### src/rtl/inbuf_pkg.sv
// Shared constants for the polyphase resampler input-buffer sequencer:
// FSM encoding, frame geometry defaults and buffer address landmarks.
package inbuf_pkg;

  localparam logic [1:0] ST_INIT = 2'd0;
  localparam logic [1:0] ST_FILL = 2'd1;
  localparam logic [1:0] ST_PROC = 2'd2;
  localparam logic [1:0] ST_COPY = 2'd3;

  // Buffer landmarks: 21-tap history, last pre-start address, last buffer address.
  localparam int BUF_HIST_LEN  = 21;
  localparam int BUF_PROC_ADDR = 779;
  localparam int BUF_LAST_ADDR = 788;

  localparam int COPY_LEN_DEF      = BUF_HIST_LEN;
  localparam int TAIL_LEN_DEF      = BUF_LAST_ADDR - BUF_PROC_ADDR;
  localparam int OUT_PER_FRAME_DEF = 568;
  localparam int CNT_W_DEF         = 10;

endpackage

### src/rtl/inbuf_sched_tc_counter.sv
// Enable/clear up-counter that holds at TERM and flags terminal count.
module tc_counter #(
  parameter int W    = 4,
  parameter int TERM = 9
) (
  input  logic clk,
  input  logic rst_n,
  input  logic clr,
  input  logic en,
  output logic tc
);

  logic [W-1:0] cnt;

  assign tc = (cnt == W'(TERM));

  always_ff @(posedge clk or negedge rst_n) begin
    if (!rst_n)
      cnt <= '0;
    else if (clr)
      cnt <= '0;
    else if (en && !tc)
      cnt <= cnt + 1'b1;
  end

endmodule

### src/rtl/inbuf_sched.sv
// Frame sequencer for the resampler input buffer: fill, FIR processing,
// history copy, with per-frame mode latch and sticky sequencing error.
module inbuf_sched
  import inbuf_pkg::*;
#(
  parameter int COPY_LEN      = COPY_LEN_DEF,
  parameter int TAIL_LEN      = TAIL_LEN_DEF,
  parameter int OUT_PER_FRAME = OUT_PER_FRAME_DEF,
  parameter int CNT_W         = CNT_W_DEF
) (
  input  logic        sys_clk,
  input  logic        reset_n,
  input  logic        enable,
  input  logic        restart,
  input  logic        tone_sel,
  input  logic        adc_valid,
  output logic        adc_ack,
  output logic        ready,
  input  logic        ProcessStart,
  output logic        FirStart,
  input  logic        OutBufwea,
  output logic        InCopy,
  input  logic        InCopyEnd,
  output logic        RisingTone,
  output logic        ap_reset,
  output logic [1:0]  state,
  output logic [15:0] frame_cnt,
  output logic        seq_err
);

  logic [1:0] state_d;
  logic       is_init, is_fill, is_proc, is_copy;
  logic       start_pend, launch, proc_done, copy_done;
  logic       tail_tc, out_tc, tmo_tc, tmo_hit, err_evt;

  assign is_init = (state == ST_INIT);
  assign is_fill = (state == ST_FILL);
  assign is_proc = (state == ST_PROC);
  assign is_copy = (state == ST_COPY);

  // A start seen while disabled is remembered until enable returns.
  assign launch    = is_fill & enable & (ProcessStart | start_pend);
  assign proc_done = is_proc & out_tc & tail_tc;
  assign copy_done = is_copy & InCopyEnd;

  assign ready   = adc_valid & enable &
                   (is_fill | (is_proc & ~FirStart & ~tail_tc));
  assign adc_ack = ready;

  assign tmo_hit = is_copy & tmo_tc & ~InCopyEnd & ~restart;
  assign err_evt = (ProcessStart & ~is_fill) | (OutBufwea & ~is_proc) |
                   (InCopyEnd & ~is_copy) | tmo_hit;

  tc_counter #(.W(4), .TERM(TAIL_LEN)) u_tail_cnt (
    .clk   (sys_clk),
    .rst_n (reset_n),
    .clr   (launch | restart),
    .en    (ready & is_proc),
    .tc    (tail_tc)
  );

  tc_counter #(.W(CNT_W), .TERM(OUT_PER_FRAME)) u_out_cnt (
    .clk   (sys_clk),
    .rst_n (reset_n),
    .clr   (launch | restart),
    .en    (OutBufwea & is_proc),
    .tc    (out_tc)
  );

  // Timeout flags on the last allowed COPY cycle (COPY_LEN+4 cycles total).
  tc_counter #(.W(5), .TERM(COPY_LEN + 3)) u_copy_tmo (
    .clk   (sys_clk),
    .rst_n (reset_n),
    .clr   (~is_copy | restart),
    .en    (is_copy),
    .tc    (tmo_tc)
  );

  always_comb begin
    state_d = state;
    if (is_init)
      state_d = ST_FILL;
    else if (launch)
      state_d = ST_PROC;
    else if (proc_done)
      state_d = ST_COPY;
    else if (copy_done)
      state_d = ST_FILL;
    if (restart)
      state_d = ST_INIT;
  end

  always_ff @(posedge sys_clk or negedge reset_n) begin
    if (!reset_n) begin
      state      <= ST_INIT;
      ap_reset   <= 1'b1;
      FirStart   <= 1'b0;
      InCopy     <= 1'b0;
      RisingTone <= 1'b0;
      frame_cnt  <= '0;
      seq_err    <= 1'b0;
      start_pend <= 1'b0;
    end else begin
      state    <= state_d;
      ap_reset <= (state_d == ST_INIT);
      FirStart <= launch & ~restart;
      InCopy   <= (state_d == ST_COPY);
      if (restart || launch)
        start_pend <= 1'b0;
      else if (is_fill && ProcessStart)
        start_pend <= 1'b1;
      if (copy_done && !restart) begin
        frame_cnt  <= frame_cnt + 16'd1;
        RisingTone <= tone_sel;
      end
      if (err_evt)
        seq_err <= 1'b1;
    end
  end

endmodule

### config.mk
export PLATFORM = sky130hd
export DESIGN_NAME = inbuf_sched
export DESIGN_NICKNAME = d
export VERILOG_FILES = /design/src/rtl/inbuf_pkg.sv /design/src/rtl/inbuf_sched_tc_counter.sv /design/src/rtl/inbuf_sched.sv
export SDC_FILE = /design/constraint.sdc
export NUM_CORES = 1
export LEC_CHECK = 0
export BUFFER_PORTS_ARGS = -buffer_cell sky130_fd_sc_hd__buf_2
export CAP_MARGIN = 20
export CORE_AREA = 2 2 70 72
export DETAILED_ROUTE_END_ITERATION = 12
export DIE_AREA = 0 0 72 74
export GPL_ROUTABILITY_DRIVEN = 0
export PLACE_DENSITY = 0.65
export SLEW_MARGIN = 10
export SYNTH_ARGS = -nofsm -noshare
export SYNTH_HDL_FRONTEND = slang
export SYNTH_SLANG_ARGS = --single-unit
### constraint.sdc
create_clock -name sys_clk -period 4.4 [get_ports sys_clk]
set_input_delay 0.88 -clock sys_clk [delete_from_list [all_inputs] [get_ports sys_clk]]
set_output_delay 0.88 -clock sys_clk [all_outputs]
set_load 0.01 [all_outputs]
=== After elaboration in Yosys (flattened, before gate mapping) ===
Cells that the tools add are included.

* Multiplexer cells: 13
* Reductions and logical operators: 16
* Bitwise gates (word level): 32
* Add/sub/neg operators: 4
* Equality and inequality tests: 7

{| class="wikitable"
|+ Operators with widths
! operator !! number
|-
| $mux W10 || 2
|-
| $and A1 B1 Y1 || 18
|-
| $add A16 B1 Y16 const B || 1
|-
| $add A10 B1 Y10 const B || 1
|-
| $eq A10 B10 Y1 const B || 1
|-
| $mux W2 || 5
|-
| $mux W5 || 2
|-
| $mux W4 || 2
|-
| $reduce_bool A2 Y1 || 4
|-
| $not A1 Y1 || 7
|-
| $or A1 B1 Y1 || 7
|-
| $eq A2 B2 Y1 const B || 3
|-
| $add A5 B1 Y5 const B || 1
|-
| $eq A5 B5 Y1 const B || 1
|-
| $logic_and A1 B1 Y1 || 5
|-
| $add A4 B1 Y4 const B || 1
|-
| $eq A4 B4 Y1 const B || 1
|-
| $logic_not A1 Y1 || 4
|-
| $logic_not A2 Y1 || 2
|-
| $eq A2 B1 Y1 const B || 1
|-
| $mux W1 || 2
|-
| $logic_or A1 B1 Y1 || 1
|}

* Output and inout bits: 25
* Bits of input ports: 9
* Flip-flop bits (word level): 43

=== Depth between registers and ports, before layout ===
Gate-level depths: netlist (run 1).

* Depth in word-level cells: 9
* Depth in mapped cells: 7
* Mapped depth without buffers: 6

=== Modules after synthesis ===
Synthesis (run 1) repeated with hierarchy kept, for this count alone.

* Cells, all modules: 221
* Area total of the unflattened synthesis: 2218.4 µm²

{| class="wikitable"
|+ Modules (own cells, without submodules)
! module !! times used !! sequential area each (µm²) !! area each (µm²) !! cells each
|-
| inbuf_sched || 1 || 601.8 || 1117.3 || 108
|-
| tc_counter at u_out_cnt || 1 || 250.2 || 586.8 || 63
|-
| tc_counter at u_copy_tmo || 1 || 125.1 || 282.8 || 27
|-
| tc_counter at u_tail_cnt || 1 || 100.1 || 231.5 || 23
|}

=== Least setup slack after synthesis (run 1) ===
No wires, ideal clock.

* Path kind: reg2out
* From: register u_tail_cnt.cnt[0]
* To: output port ready
* Path slack: 2.174 ns
* Stages on the path, launching flop included: 6
* Buffers on the path: 1
* Data required time: 3.520 ns
* Data arrival time: 1.346 ns
* Cells stage by stage: dfrtp_1 -> ha_1 -> and3b_1 -> o31ai_1 -> and3_1 -> buf_4

* Cells in the longest elaborated chain, start to end: 5

{| class="wikitable"
|+ RTL lines
! element !! RTL line !! source
|-
| start, declared || inbuf_sched_tc_counter.sv:13 || <nowiki>logic [W-1:0] cnt;</nowiki>
|-
| start signal, assigned || inbuf_sched_tc_counter.sv:23 || <nowiki>cnt <= cnt + 1'b1;</nowiki>
|-
| $eq A4 B4 Y1 || inbuf_sched_tc_counter.sv:15 || <nowiki>assign tc = (cnt == W'(TERM));</nowiki>
|-
| $not A1 Y1 || inbuf_sched.sv:47 || <nowiki>(is_fill | (is_proc & ~FirStart & ~tail_tc));</nowiki>
|-
| $and A1 B1 Y1 || inbuf_sched.sv:47 ||
|-
| $or A1 B1 Y1 || inbuf_sched.sv:47 ||
|-
| $and A1 B1 Y1 || inbuf_sched.sv:46 || <nowiki>assign ready = adc_valid & enable &</nowiki>
|-
| end, declared || inbuf_sched.sv:18 || <nowiki>output logic ready,</nowiki>
|}

Every way passes these cells.

=== Final worst setup path (run 1) ===
Same ends and word-level chain as after synthesis.

==> impl_metrics.env, run 1 <==
export IMPL_outcome="completed"
export IMPL_start_util=0.457
export IMPL_drtPass1Iterations=4
export IMPL_pwr_share_clk=0.338
export IMPL_core_area_um2=4600
export IMPL_avgViaCountPerCell=5.27
export IMPL_multi_input_comb_area_um2=931
export IMPL_syn_area_per_cell_um2=10.5
export IMPL_netSwitchingPower_mw=0.180
export IMPL_p_int_mw=0.540
export IMPL_clk_pin_slew_ns=0.07
export IMPL_critPathRequiredTime_ns=3.52
export IMPL_finalHoldViolCount=0
export IMPL_fin_skew_ns=0.0109
export IMPL_drive_gt1_frac=0.193
export IMPL_gr_total_overflow=0
export IMPL_antenna_found_initial=0
export IMPL_port_buffers=33
export IMPL_crit_fanout=4
export IMPL_synth_cells=200
export IMPL_setup_viol=0
export IMPL_synthesis_area_um2=2100
export IMPL_p_comb_frac=0.078
export IMPL_max_slew_margin=0.368
export IMPL_nNetsFinal=248
export IMPL_cts_buffers=5
export IMPL_maxSlewViolCount=0
export IMPL_total_power_mw=0.720
export IMPL_p_sw_frac=0.250
export IMPL_critical_path_arrival_ns=1.63
export IMPL_ir_drop_mv=0.187
export IMPL_layout_worst_path_cycle_share=0.571
export IMPL_hold_class="flip-flop to flip-flop"
export IMPL_clock_sinks=43
export IMPL_drtIter0Drc=33
export IMPL_ctsLongestPathBuffers=2
export IMPL_power_per_cell_area_nw_per_um2=304
export IMPL_die_w_um=72
export IMPL_final_cell_mix="dfrtp_1, buf_2, nor2_1"
export IMPL_grt_pass1_wl_um=6890
export IMPL_diodes=0
export IMPL_grt_max_degree=44
export IMPL_syn_num_nets=216
export IMPL_via_count=1512
export IMPL_seqPwrFrac=0.584
export IMPL_antenna_left=0
export IMPL_seqCellArea_um2=1080
export IMPL_dp_hpwl_um=2740
export IMPL_drc=0
export IMPL_root_buffer="clkbuf_8"
export IMPL_final_common_cell="dfrtp_1"
export IMPL_tightestPinTransition_ns=0.947
export IMPL_area_delta_synth_final_pct=12.7
export IMPL_boundaryPins=34
export IMPL_fin_tns_setup_ns=0
export IMPL_cap_violations=0
export IMPL_worstSetupStartpointType="flip-flop"
export IMPL_die_h_um=74
export IMPL_critPathKind="flip-flop to primary output"
export IMPL_critPathCaptureType="primary output"
export IMPL_clk_insertion_delay_late_ns=0.30
export IMPL_grt_pass1_vias=1506
export IMPL_leakagePower_nw=1.13
export IMPL_ctsResizeCount=0
export IMPL_ys_seq_area_frac=0.513
export IMPL_cts_tree="done"
export IMPL_die_area_um2=5330
export IMPL_fillers=428
export IMPL_fin_crit_ns=2.51
export IMPL_num_rows=25
export IMPL_grt_usage=0.165
export IMPL_synth_warning_count=0
export IMPL_ys_seq_elements=43
export IMPL_finalWirelength_um=3860
export IMPL_fmax_ghz=0.398
export IMPL_holdBufCountCts=0
export IMPL_wire_per_inst_um=13.4
export IMPL_grt_setup_unrepaired="no"
export IMPL_r2r_slack_ns=2.53
export IMPL_htreeDepth=2
export IMPL_cts_setup_buffers=0
export IMPL_yosys_cell_types_count=36
## critical path, stage by stage (launching register included)
cell and delay [ns]:
dfrtp_1 0.42, ha_1 0.20, and3b_1 0.19, o31ai_1 0.21, and3_1 0.19, buf_2 0.13
## routing by layer
metal | global-route usage | part of all wire
met3 | 0.0407 | 0.037
met2 | 0.259 | 0.48
met1 | 0.227 | 0.47
met5 | 0 | 0
met4 | 0.0503 | 0.012
## stage by stage
step / std cells / instance area (um^2) / hold WS [ns] / worst slack, ns / util
6_report: 287 / 2370 / 0.470 / 1.89 / 0.515
5_1_grt: 287 / 2370 / 0.485 / 1.77 / 0.515
4_1_cts: 287 / 2370 / 0.474 / 1.86 / 0.515
3_5_place_dp: 279 / 2280 / 0.450 / 2.19 / 0.496
3_3_place_gp: 279 / 2280 / 0.448 / 2.21 / 0.496
2_1_floorplan: 200 / 2100 / 0.463 / 2.17 / -
## Yosys cell counts, drive strengths merged
cell     n  area (um^2)
dfrtp   42         1050
nor2    27          101
xnor2   22          193
inv     11         41.3
nand2   11         41.3
nand3   11         55.1
nand4    8         50.1
and3     7         43.8
buf      7         47.6
ha       7         87.6
xor2     7         61.3
a21oi    5         25.0
a31oi    3         18.8
and4     3         26.3
nor3     3         15.0
and4b    2         20.0
mux2     2         22.5
mux2i    2         20.0
nand2b   2         12.5
nand4b   2         17.5
nor4b    2         17.5
a2111o   1         11.3
a211oi   1         7.51
a21boi   1         7.51
a311oi   1         8.76
a31o     1         8.76
and2     1         6.26
and3b    1         8.76
and4bb   1         12.5
clkbuf   1         3.75
dfstp    1         26.3
nand3b   1         7.51
nor3b    1         7.51
o31ai    1         7.51
or3b     1         8.76
## power by group through the flow
| stage | logic, mW | clock network, mW | registers [mW] |
|---|---|---|---|
| finish | 0.0561 | 0.243 | 0.421 |
| global route | 0.0655 | 0.270 | 0.424 |
| CTS | 0.0580 | 0.255 | 0.421 |
| detailed placement | 0.0577 | 0 | 0.429 |
| global placement | 0.0571 | 0 | 0.429 |
| floorplan | 0.0283 | 0 | 0.429 |
## sequential cells by signal (all words and copies together) (netlist names)
| name | count |
|---|---|
| state | 2 |
| u_out_cnt.cnt | 10 |
| InCopy | 1 |
| start_pend | 1 |
| FirStart | 1 |
| ap_reset | 1 |
| frame_cnt | 16 |
| RisingTone | 1 |
| u_tail_cnt.cnt | 4 |
| seq_err | 1 |
| u_copy_tmo.cnt | 5 |
## worst paths after layout
kind,start,end,depth (start not counted)
worst min-delay path,seq_err$_DFFE_PN0P_,seq_err$_DFFE_PN0P_,1
max in group asynchronous,reset_n,state[0]$_DFF_PN0_,1
worst min register to register,seq_err$_DFFE_PN0P_,seq_err$_DFFE_PN0P_,1
min in group asynchronous,reset_n,u_tail_cnt.cnt[2]$_DFFE_PN0P_,1
worst max register to register,state[1]$_DFF_PN0_,u_out_cnt.cnt[5]$_DFFE_PN0P_,4
worst max-delay path,u_tail_cnt.cnt[0]$_DFFE_PN0P_,ready,5
## area by class of cell
type / count / area share
inverters: 11 / 0.0174
well taps: 54 / 0.0285
multi-input cells: 138 / 0.393
clock inverters: 2 / 0.00529
clock buffers: 6 / 0.0307
repair buffers: 33 / 0.0698
flip-flops and latches: 43 / 0.455
## kinds of logic after synthesis
| kind of cell | Yosys count | synth area share |
|---|---|---|
| mux | 4 | 0.0202 |
| fa+ha+maj | 7 | 0.0417 |
| xor+xnor | 29 | 0.121 |
| flops | 43 | 0.513 |
| simple gates | 84 | 0.215 |
| compound gates | 14 | 0.0453 |
| buf+inv | 19 | 0.0441 |
(Power assumes the default switching activity.)
==> run 2: changes to the inputs <==
- PLACE_DENSITY: 0.65 -> 0.68
- clock period: 4.4 -> 2.2 ns (I/O delays scaled with it)
==> run 2 against run 1 <==
Final cell count is 1.0% higher. Setup slack lost 1.8 ns. Non-clock buffer count rose by 3. Clock power rose by 99%. Via count increased by 0.40%. First-iteration DRC count rose by 39%. Sequential share of layout area decreased by 0.43 points.
==> impl_metrics.env, run 2 (synthesis gave the netlist of run 1 again) <==
export IMPL_reg2regPathDepth=4
export IMPL_ctsResizeCount=0
export IMPL_grt_pass1_wl_um=6450
export IMPL_grt_pass1_vias=1458
export IMPL_grt_usage=0.158
export IMPL_power_per_cell_area_nw_per_um2=603
export IMPL_fin_util=0.520
export IMPL_stdcell_area_um2=2390
export IMPL_r2r_start="state[1]$_DFF_PN0_"
export IMPL_largest_register="frame_cnt"
export IMPL_cap_violations=0
export IMPL_clk_insertion_delay_late_ns=0.29
export IMPL_diodes=0
export IMPL_wire_per_inst_um=13.2
export IMPL_drive_gt1_frac=0.203
export IMPL_boundaryPins=34
export IMPL_ctsLongestPathBuffers=2
export IMPL_htreeDepth=2
export IMPL_fmax_ghz=0.481
export IMPL_fin_tns_setup_ns=0
export IMPL_cts_buffers=5
export IMPL_critPathRequiredTime_ns=1.76
export IMPL_nNetsFinal=251
export IMPL_fin_skew_ns=0.00623
export IMPL_place_area_um2=2300
export IMPL_fillers=421
export IMPL_core_area_um2=4600
export IMPL_gr_total_overflow=0
export IMPL_layout_worst_path_cycle_share=0.945
export IMPL_via_count=1518
export IMPL_clock_sinks=43
export IMPL_stdcell_count=290
export IMPL_multi_input_comb_area_um2=931
export IMPL_hold_class="primary input to asynchronous set/reset pin"
export IMPL_post_place_cells=281
export IMPL_place_ws_ns=0.409
export IMPL_fin_crit_ns=2.08
export IMPL_leakagePower_nw=1.15
export IMPL_crit_fanout=4
export IMPL_worstSetupStartpointType="flip-flop"
export IMPL_cts_tree="done"
export IMPL_avgViaCountPerCell=5.23
export IMPL_drtIter0Drc=46
export IMPL_grt_max_degree=44
export IMPL_ir_drop_mv=0.280
export IMPL_die_h_um=74
export IMPL_die_area_um2=5330
export IMPL_tightestPinTransition_ns=0.530
export IMPL_outcome="completed"
export IMPL_port_buffers=33
export IMPL_root_buffer="clkbuf_8"
export IMPL_finalWirelength_um=3830
export IMPL_r2r_end="frame_cnt[11]$_DFFE_PN0P_"
export IMPL_die_w_um=72
export IMPL_start_util=0.457
export IMPL_dp_hpwl_um=2710
export IMPL_num_rows=25
export IMPL_holdWs_ns=0.200
export IMPL_final_cell_mix="dfrtp_1, buf_2, nor2_1"
export IMPL_final_common_cell="dfrtp_1"
export IMPL_finalHoldViolCount=0
export IMPL_layout_top_registers="frame_cnt x16, u_out_cnt.cnt x10, u_copy_tmo.cnt x5"
export IMPL_area_delta_synth_final_pct=13.8
export IMPL_drtPass1Iterations=4
export IMPL_drc=0
export IMPL_critical_path_arrival_ns=1.64
export IMPL_max_slew_margin=0.647
export IMPL_antenna_found_initial=0
export IMPL_antenna_left=0
export IMPL_critPathKind="flip-flop to primary output"
export IMPL_finalWorstSetupSlack_ns=0.120
export IMPL_seqCellArea_um2=1080
export IMPL_maxSlewViolCount=0
export IMPL_grt_setup_unrepaired="no"
export IMPL_largest_reg_flops=16
export IMPL_clk_pin_slew_ns=0.08
export IMPL_r2r_slack_ns=0.45
export IMPL_setup_viol=0
export IMPL_critPathCaptureType="primary output"
export IMPL_total_power_mw=1.44
run 2: cell count changes in the layout (fill, tap and decap cells not counted), sizes merged:
cell | previous run | this run
buf | 33 | 36
run 2: cell type report:
| type | count | share of cell area |
|---|---|---|
| Clock buffer | 6 | 0.0304 |
| Sequential cell | 43 | 0.451 |
| Multi-Input combinational cell | 138 | 0.390 |
| Tap cell | 54 | 0.0283 |
| Clock inverter | 2 | 0.00524 |
| Timing Repair Buffer | 36 | 0.0785 |
| Inverter | 11 | 0.0173 |
run 2: worst max-delay path, cell delays in order, from the launching register on:
cell	delay, ns
dfrtp_1	0.42
ha_1	0.21
and3b_1	0.19
o31ai_1	0.21
and3_1	0.19
buf_2	0.13
run 2: worst max-delay path by stage:
| stage | startpoint | end | slack [ns] | cells past startpoint |
|---|---|---|---|---|
| CTS | u_tail_cnt.cnt[0]$_DFFE_PN0P_ | ready | 0.08 | 5 |
| finish | u_tail_cnt.cnt[0]$_DFFE_PN0P_ | adc_ack | 0.12 | 5 |
| global placement | u_tail_cnt.cnt[0]$_DFFE_PN0P_ | ready | 0.46 | 5 |
| detailed placement | u_tail_cnt.cnt[0]$_DFFE_PN0P_ | ready | 0.41 | 5 |
| global route | u_tail_cnt.cnt[1]$_DFFE_PN0P_ | ready | 0.004 | 6 |
| floorplan | u_tail_cnt.cnt[0]$_DFFE_PN0P_ | ready | 0.41 | 5 |
run 2: routing by layer:
metal	vias up	routed length (um)	track usage
li1	748	-	-
met1	725	1840	0.197
met2	36	1760	0.255
met3	9	147	0.0420
met4	0	87	0.0818
met5	-	0	0
run 2: timing repair:
item / CTS / global route
endpoints found under the hold margin: 0 / 0
endpoints found under the setup margin: 0 / 1
hold buffers: 0 / 0
buffers inserted: 0 / 1
run 2: power breakdown:
part / total [mW] / internal, mW / switching [mW]
logic: 0.117 / 0.0484 / 0.0689
registers: 0.839 / 0.813 / 0.0252
clock network: 0.484 / 0.222 / 0.262
